### src/rtl/paralelo_serial_pkg.sv
// Shared definitions for the serial link (transmitter and receiver):
// comma/idle character, default preamble length and FSM state encoding.
package paralelo_serial_pkg;

  // Idle / synchronisation character sent whenever no data byte is available
  localparam logic [7:0] COMMA_CHAR = 8'hBC;

  // Default number of comma bytes sent after reset before data is accepted
  localparam int SYNC_BCS_DEFAULT = 4;

  // Link state: preamble in progress, or carrying data/idle traffic
  typedef enum logic {
    SYNC = 1'b0,
    DATA = 1'b1
  } ps_state_e;

endpackage : paralelo_serial_pkg

### src/rtl/ps_shift_core.sv
// 8-bit load/shift core of the parallel-to-serial transmitter.
// Emits cur_byte MSB first, one bit per clock, and reloads from load_byte_i
// on the edge where the 3-bit bit counter sits at 7, so bytes follow each
// other with no gap bits.
module ps_shift_core #(
  parameter logic [7:0] RST_BYTE = 8'hBC
) (
  input  logic       clk_i,
  input  logic       rst_i,
  input  logic [7:0] load_byte_i,
  output logic       boundary_o,
  output logic       serial_o
);

  logic [2:0] bit_cnt_q, bit_cnt_d;
  logic [7:0] cur_byte_q, cur_byte_d;
  logic       serial_q, serial_d;

  // Byte boundary is a pure decode of the registered bit counter
  always_comb begin
    boundary_o = (bit_cnt_q == 3'd7);
  end

  // Next-state: shift one bit out, advance the counter, reload at the boundary
  always_comb begin
    serial_d   = cur_byte_q[3'd7 - bit_cnt_q];
    bit_cnt_d  = bit_cnt_q + 3'd1;
    cur_byte_d = cur_byte_q;
    if (bit_cnt_q == 3'd7) begin
      cur_byte_d = load_byte_i;
    end else begin
      cur_byte_d = cur_byte_q;
    end
  end

  // Shift register, bit counter and registered serial output
  always_ff @(posedge clk_i or posedge rst_i) begin
    if (rst_i) begin
      bit_cnt_q  <= 3'd0;
      cur_byte_q <= RST_BYTE;
      serial_q   <= 1'b0;
    end else begin
      bit_cnt_q  <= bit_cnt_d;
      cur_byte_q <= cur_byte_d;
      serial_q   <= serial_d;
    end
  end

  assign serial_o = serial_q;

endmodule : ps_shift_core

### src/rtl/paralelo_serial.sv
// Parallel-to-serial transmitter, top level.
// After reset sends SYNC_BCS comma bytes, then serializes bytes taken over a
// valid/ready handshake, filling idle slots with COMMA.
// Optional build macro PARALELO_SERIAL_BYTE_CNT_EN adds a saturating 16-bit
// count of accepted data bytes on tx_byte_cnt_PS.
module paralelo_serial
  import paralelo_serial_pkg::*;
#(
  parameter int         SYNC_BCS = SYNC_BCS_DEFAULT,
  parameter logic [7:0] COMMA    = COMMA_CHAR
) (
  input  logic        clk_32f,
  input  logic        reset,
  input  logic [7:0]  data_in_PS,
  input  logic        valid_in_PS,
  output logic        ready_PS,
  output logic        data_out_PS,
  output logic        active_PS
`ifdef PARALELO_SERIAL_BYTE_CNT_EN
  ,
  output logic [15:0] tx_byte_cnt_PS
`endif
);

  // Preamble counter value at which the last comma boundary is reached
  localparam logic [3:0] SYNC_LAST = 4'(SYNC_BCS - 1);

  ps_state_e  state_q, state_d;
  logic [3:0] sync_cnt_q, sync_cnt_d;
  logic       active_q, active_d;
  logic       boundary_s;
  logic       accept_s;
  logic [7:0] load_byte_s;

  ps_shift_core #(
    .RST_BYTE (COMMA)
  ) u_core (
    .clk_i       (clk_32f),
    .rst_i       (reset),
    .load_byte_i (load_byte_s),
    .boundary_o  (boundary_s),
    .serial_o    (data_out_PS)
  );

  // Handshake decode from registered state only (no path from valid_in_PS)
  always_comb begin
    ready_PS = boundary_s & ((state_q == DATA) | (sync_cnt_q == SYNC_LAST));
    accept_s = valid_in_PS & ready_PS;
    if (accept_s) begin
      load_byte_s = data_in_PS;
    end else begin
      load_byte_s = COMMA;
    end
  end

  // FSM next state: count preamble commas, then stay in DATA until reset
  always_comb begin
    state_d    = state_q;
    sync_cnt_d = sync_cnt_q;
    active_d   = active_q;
    case (state_q)
      SYNC: begin
        if (boundary_s) begin
          if (sync_cnt_q == SYNC_LAST) begin
            state_d  = DATA;
            active_d = 1'b1;
          end else begin
            sync_cnt_d = sync_cnt_q + 4'd1;
          end
        end else begin
          sync_cnt_d = sync_cnt_q;
        end
      end
      DATA: begin
        state_d  = DATA;
        active_d = 1'b1;
      end
      default: begin
        state_d    = SYNC;
        sync_cnt_d = 4'd0;
        active_d   = 1'b0;
      end
    endcase
  end

  // FSM state register
  always_ff @(posedge clk_32f or posedge reset) begin
    if (reset) begin
      state_q    <= SYNC;
      sync_cnt_q <= 4'd0;
      active_q   <= 1'b0;
    end else begin
      state_q    <= state_d;
      sync_cnt_q <= sync_cnt_d;
      active_q   <= active_d;
    end
  end

  assign active_PS = active_q;

`ifdef PARALELO_SERIAL_BYTE_CNT_EN
  logic [15:0] byte_cnt_q, byte_cnt_d;

  // Saturating count of accepted data bytes (commas are never counted)
  always_comb begin
    byte_cnt_d = byte_cnt_q;
    if (accept_s && (byte_cnt_q != 16'hFFFF)) begin
      byte_cnt_d = byte_cnt_q + 16'd1;
    end else begin
      byte_cnt_d = byte_cnt_q;
    end
  end

  // Byte counter register
  always_ff @(posedge clk_32f or posedge reset) begin
    if (reset) begin
      byte_cnt_q <= 16'd0;
    end else begin
      byte_cnt_q <= byte_cnt_d;
    end
  end

  assign tx_byte_cnt_PS = byte_cnt_q;
`endif

endmodule : paralelo_serial

### config.mk
export PLATFORM = sky130hd
export DESIGN_NAME = paralelo_serial
export DESIGN_NICKNAME = d
export VERILOG_FILES = /design/src/rtl/paralelo_serial_pkg.sv /design/src/rtl/ps_shift_core.sv /design/src/rtl/paralelo_serial.sv
export SDC_FILE = /design/constraint.sdc
export NUM_CORES = 1
export LEC_CHECK = 0
export CAP_MARGIN = 10
export CORE_MARGIN = 3
export CORE_UTILIZATION = 49
export DETAILED_ROUTE_END_ITERATION = 7
export PLACE_DENSITY = 0.75
export SETUP_SLACK_MARGIN = 0.4
export SYNTH_ARGS = -nofsm -noshare
export SYNTH_HDL_FRONTEND = slang
export SYNTH_SLANG_ARGS = --single-unit
export TNS_END_PERCENT = 20
### constraint.sdc
create_clock -name clk_32f -period 2.1 [get_ports clk_32f]
set_clock_uncertainty 0.15 [all_clocks]
set_input_delay 0.21 -clock clk_32f [delete_from_list [all_inputs] [get_ports clk_32f]]
set_output_delay 0.21 -clock clk_32f [all_outputs]
set_load 0.05 [all_outputs]
# Word level (Yosys, flattened, before mapping)
# Cells that the tools add are included.
[word_totals] regBits=18 out_inout_bits=3 wordCells=30
[classes] addsub=3 order_cmp=1 n_eq_ne=4 muxes=9 bitwise_logic=5 reduce_logical=2
[ops] operator="$mux W8" n=1
[ops] operator="$mux W1" n=5
[ops] operator="$add A4 B1 Y4 const B" n=1
[ops] operator="$eq A4 B2 Y1 const B" n=1
[ops] operator="$lt A3 B4 Y1 const B" n=1
[ops] operator="$ne A2 B2 Y1 const B" n=2
[ops] operator="$pmux W1 S2" n=2
[ops] operator="$add A3 B1 Y3 const B" n=1
[ops] operator="$bmux W1 S3" n=1
[ops] operator="$eq A3 B3 Y1 const B" n=1
[ops] operator="$reduce_and A3 Y1" n=1
[ops] operator="$sub A3 B3 Y3 const A" n=1
[ops] operator="$and A1 B1 Y1" n=2
[ops] operator="$not A1 Y1" n=2
[ops] operator="$reduce_and A2 Y1" n=1
[ops] operator="$or A1 B1 Y1" n=1

# Logic depth before layout (Yosys ltp)
[logic_depth] ltp_word=5 ltp_mapped=5

# Hierarchy
# A second synthesis with hierarchy kept.
[hier_totals] hier_cells=58 hier_area_um2=844.6
[by_module_without_submodules] mod="ps_shift_core" n_inst=1 cells_each=28 area_per_inst_um2=496.7
[by_module_without_submodules] mod="paralelo_serial" n_inst=1 cells_each=30 area_per_inst_um2=347.8

# Worst setup path after synthesis
# OpenSTA, ideal clock, no wires.
[synth_path] path_kind="register to output" start="reg u_core.bit_cnt_q[0]" end="out ready_PS" t_arrival_ns=1.446 required_ns=1.740 setup_slack_ns=0.294 stages_incl_launch_ff=5 path_buffers=1 path_cell_list="dfrtp_1 ha_1 ha_1 clkbuf_1 o21a_1"
[synth_between] elab_chain_cells=2
[synth_rtl] element="start: declaration" line_no="ps_shift_core.sv:15" text="logic [2:0] bit_cnt_q, bit_cnt_d;"
[synth_rtl] element="start signal: assignment" line_no="ps_shift_core.sv:43" text="bit_cnt_q <= bit_cnt_d;"
[synth_rtl] element="$eq A3 B3 Y1" line_no="ps_shift_core.sv:21" text="boundary_o = (bit_cnt_q == 3'd7);"
[synth_rtl] element="named net boundary_s" line_no="paralelo_serial.sv:31" text="logic boundary_s;"
[synth_rtl] element="$and A1 B1 Y1" line_no="paralelo_serial.sv:47" text="ready_PS = boundary_s & ((state_q == DATA) | (sync_cnt_q == SYNC_LAST));"
[synth_rtl] element="end: declaration" line_no="paralelo_serial.sv:16" text="output logic ready_PS,"
# The timed path passes the listed nets, and every way through them passes these cells.

# Final worst setup path
[layout_path] start="reg sync_cnt_q[1]" end="out ready_PS"
[layout_between] elab_chain_cells=3
[layout_rtl] element="start: declaration" line_no="paralelo_serial.sv:29" text="logic [3:0] sync_cnt_q, sync_cnt_d;"
[layout_rtl] element="start signal: assignment" line_no="paralelo_serial.sv:94" text="sync_cnt_q <= sync_cnt_d;"
[layout_rtl] element="$eq A4 B2 Y1" line_no="paralelo_serial.sv:47"
[layout_rtl] element="$or A1 B1 Y1" line_no="paralelo_serial.sv:47"
[layout_rtl] element="$and A1 B1 Y1" line_no="paralelo_serial.sv:47"
# Every way passes these cells.

==> results.py <==
metrics = {
    "setup_path": {
        "critPathTopFamily": "flip-flops",
        "critPathArrivalTime_ns": 1.39,
        "cp-end-kind": "primary output",
        "cp_num_buf_inv": 1,
        "crit_required_ns": 1.74,
        "crit_path_start_kind": "flop",
        "criticalPathCategory": "reg -> out",
        "crit_path_max_incr_delay_ns": 0.41,
        "crit_slowest_cell": "dfrtp_1",
        "path_cells": "ha_2 -> nor3b_4 -> o21a_2 -> buf_12",
        "crit_fanout": 3,
    },
    "cts": {
        "cts_max_level": 1,
        "cts.sinks": 18,
        "clk-insertion-delay-late_ns": 0.28,
        "cts_tree": "yes",
        "path_clk_slew_ns": 0.10,
        "clock_path_buffers": 2,
        "root_buffer": "clkbuf_4",
        "cts_buffers": 3,
        "cts.hold.buffers_added": 0,
    },
    "detailed_routing": {
        "drt_iter0_markers": 6,
        "wire_per_inst_um": 15.0,
        "first_pass_iters": 4,
        "vias": 501,
        "wl_um": 1370,
        "antenna_left": 0,
        "drc": 0,
        "via_per_inst": 5.51,
    },
    "floorplan": {
        "rows": 13,
        "die_w_um": 45.7,
        "die_area_um2": 2080,
        "start_util_pct": 55.7,
        "io_pins": 14,
        "core_area_um2": 1380,
        "fp.dieH_um": 45.7,
    },
    "logic_synthesis": {
        "synth_area_per_cell_um2": 14.0,
        "synth_top_area_cell": "dfrtp_1",
        "synth_cell_types": 22,
        "yosysSeqAreaShare_pct": 59.3,
        "syn-cell-area_um2": 771,
        "yosysWarnings": 0,
        "syn_nets": 69,
        "ys_seq_elements": 18,
        "synth_cells": 55,
        "synthTopCellsByArea": "dfrtp_1 42%, dfstp_2 17%, mux4_1 6.8%",
        "yosysTopAreaCellShare_pct": 42.2,
    },
    "grt": {
        "grt_usage_pct": 17.5,
        "grt_pass1_vias": 542,
        "grt_max_degree": 19,
        "grt_antenna_before_repair": 0,
        "grt_pass1_wl_um": 2450,
        "overflow": 0,
    },
    "layout": {
        "final_cell_mix": "13 x dfrtp_1, 10 x clkdlybuf4s50_1, 8 x inv_1",
        "final_area_um2": 1020,
        "final_common_cell": "dfrtp_1",
        "drive_gt1_share_pct": 30.3,
        "n_antenna_cell": 0,
        "fin_nets": 91,
        "final-instance-count-excl-fill": 91,
        "areaGrowthSynthToFinish_pct": 32.8,
    },
    "placed_design": {
        "place_congestion": 0.706,
        "dp_hpwl_um": 931,
        "io_buffers": 13,
        "dpl.cell_count": 82,
        "dpl_cell_area_um2": 927,
    },
    "sta": {
        "rsz0062_at_grt": "yes",
        "max_freq_mhz": 570,
        "report.final.setup_viol": 0,
        "worst-slew-pin-transition_ns": 0.658,
        "fin_crit_ns": 1.75,
        "hold_violations": 0,
        "finalSetupTns_ns": 0,
        "finalCritPeriodShare_pct": 83.6,
        "slew_viol_final": 0,
        "whs_ns": 0.155,
        "relSlewSlack_pct": 56.1,
    },
    "power_and_ir_drop": {
        "power_density_nw_per_um2": 601,
        "power.leakage_nw": 0.446,
        "vdd_drop_max_mv": 0.494,
    },
    "worst_hold_path": {
        "hp-class": "in -> async",
    },
    "status": {
        "status": "finished clean",
    },
    "flow_run": {
        "drv_cap": 0,
    },
}
## power breakdown
group / internal, mW / switching, mW / leakage [nW]
sequential: 0.359 / 0.00499 / 0.203
clock: 0.105 / 0.101 / 0.0210
combinational: 0.0277 / 0.0168 / 0.222
total: 0.492 / 0.123 / 0.446
## layer usage
layer  share of wire [%]  GRT usage [%]
met5                   0              0
met4                 1.2           8.77
met3                 2.8           3.56
met2                  52           30.1
met1                  44           20.2
## per-stage QoR
| step | worst slack [ns] | utilization [%] | power (mW) |
|---|---|---|---|
| finish | 0.345 | 74.0 | 0.615 |
| global route | 0.275 | 74.0 | 0.641 |
| CTS | 0.318 | 73.8 | 0.625 |
| detailed placement | 0.328 | 67.1 | 0.416 |
| global placement | 0.397 | 67.1 | 0.414 |
| floorplan | 0.401 | - | 0.390 |
## repair_timing
| item | CTS | global route |
|---|---|---|
| hold endpoints to repair | 0 | 0 |
| resized for setup | 5 | 1 |
| buffers inserted | 5 | 0 |
| setup endpoints to repair | 12 | 12 |
## final cells by class
cell class / count / area, µm²
Sequential cell: 18 / 457
Clock buffer: 4 / 36.3
Inverter: 8 / 30.0
Tap cell: 15 / 18.8
Multi-Input combinational cell: 28 / 303
Timing Repair Buffer: 18 / 179
Fill cell: 99 / 359
## registers in the layout (all words and copies together), names as in the netlist
register	count
u_core.serial_o	1
u_core.cur_byte_q	8
u_core.bit_cnt_q	3
active_PS	1
state_q	1
sync_cnt_q	4
## cells by family (layout without fill, tap and decap cells)
group	count (synthesis)	in the layout	synth area share, %
adders and majority gates	3	3	4.87
and+or+nand+nor	6	6	5.85
AOI/OAI and AO/OA	13	13	13.6
muxes	4	4	9.74
xor gates and xnor gates	2	2	2.27
buffers and inverters	9	30	4.38
DFF	18	18	59.3
## synth_stat cells
cell	n
mux2_2	2
nand3_1	1
o21bai_1	1
o21a_1	1
xnor2_1	1
o22ai_1	3
and3b_1	1
or2_2	1
dfrtp_1	13
nand4_1	1
o211ai_2	1
nor2b_1	1
nor3b_2	1
ha_1	3
a21o_1	1
dfstp_2	5
o22a_1	5
inv_1	8
a21boi_0	1
mux4_1	2
clkbuf_1	1
xor2_1	1
## path summary, 6_finish.rpt
kind / start / endpoint / slack (ns) / depth (start not counted)
min in group clk_32f: data_in_PS[1] / u_core.cur_byte_q[1] / 0.31 / 3
worst min register to register: active_PS / active_PS / 0.32 / 1
max in group asynchronous: reset / u_core.cur_byte_q[0] / 1.22 / 2
worst max register to register: u_core.bit_cnt_q[0] / active_PS / 0.41 / 5
worst min-delay path: reset / active_PS / 0.16 / 2
worst max-delay path: sync_cnt_q[1] / ready_PS / 0.35 / 4
(Power assumes the default switching activity.)
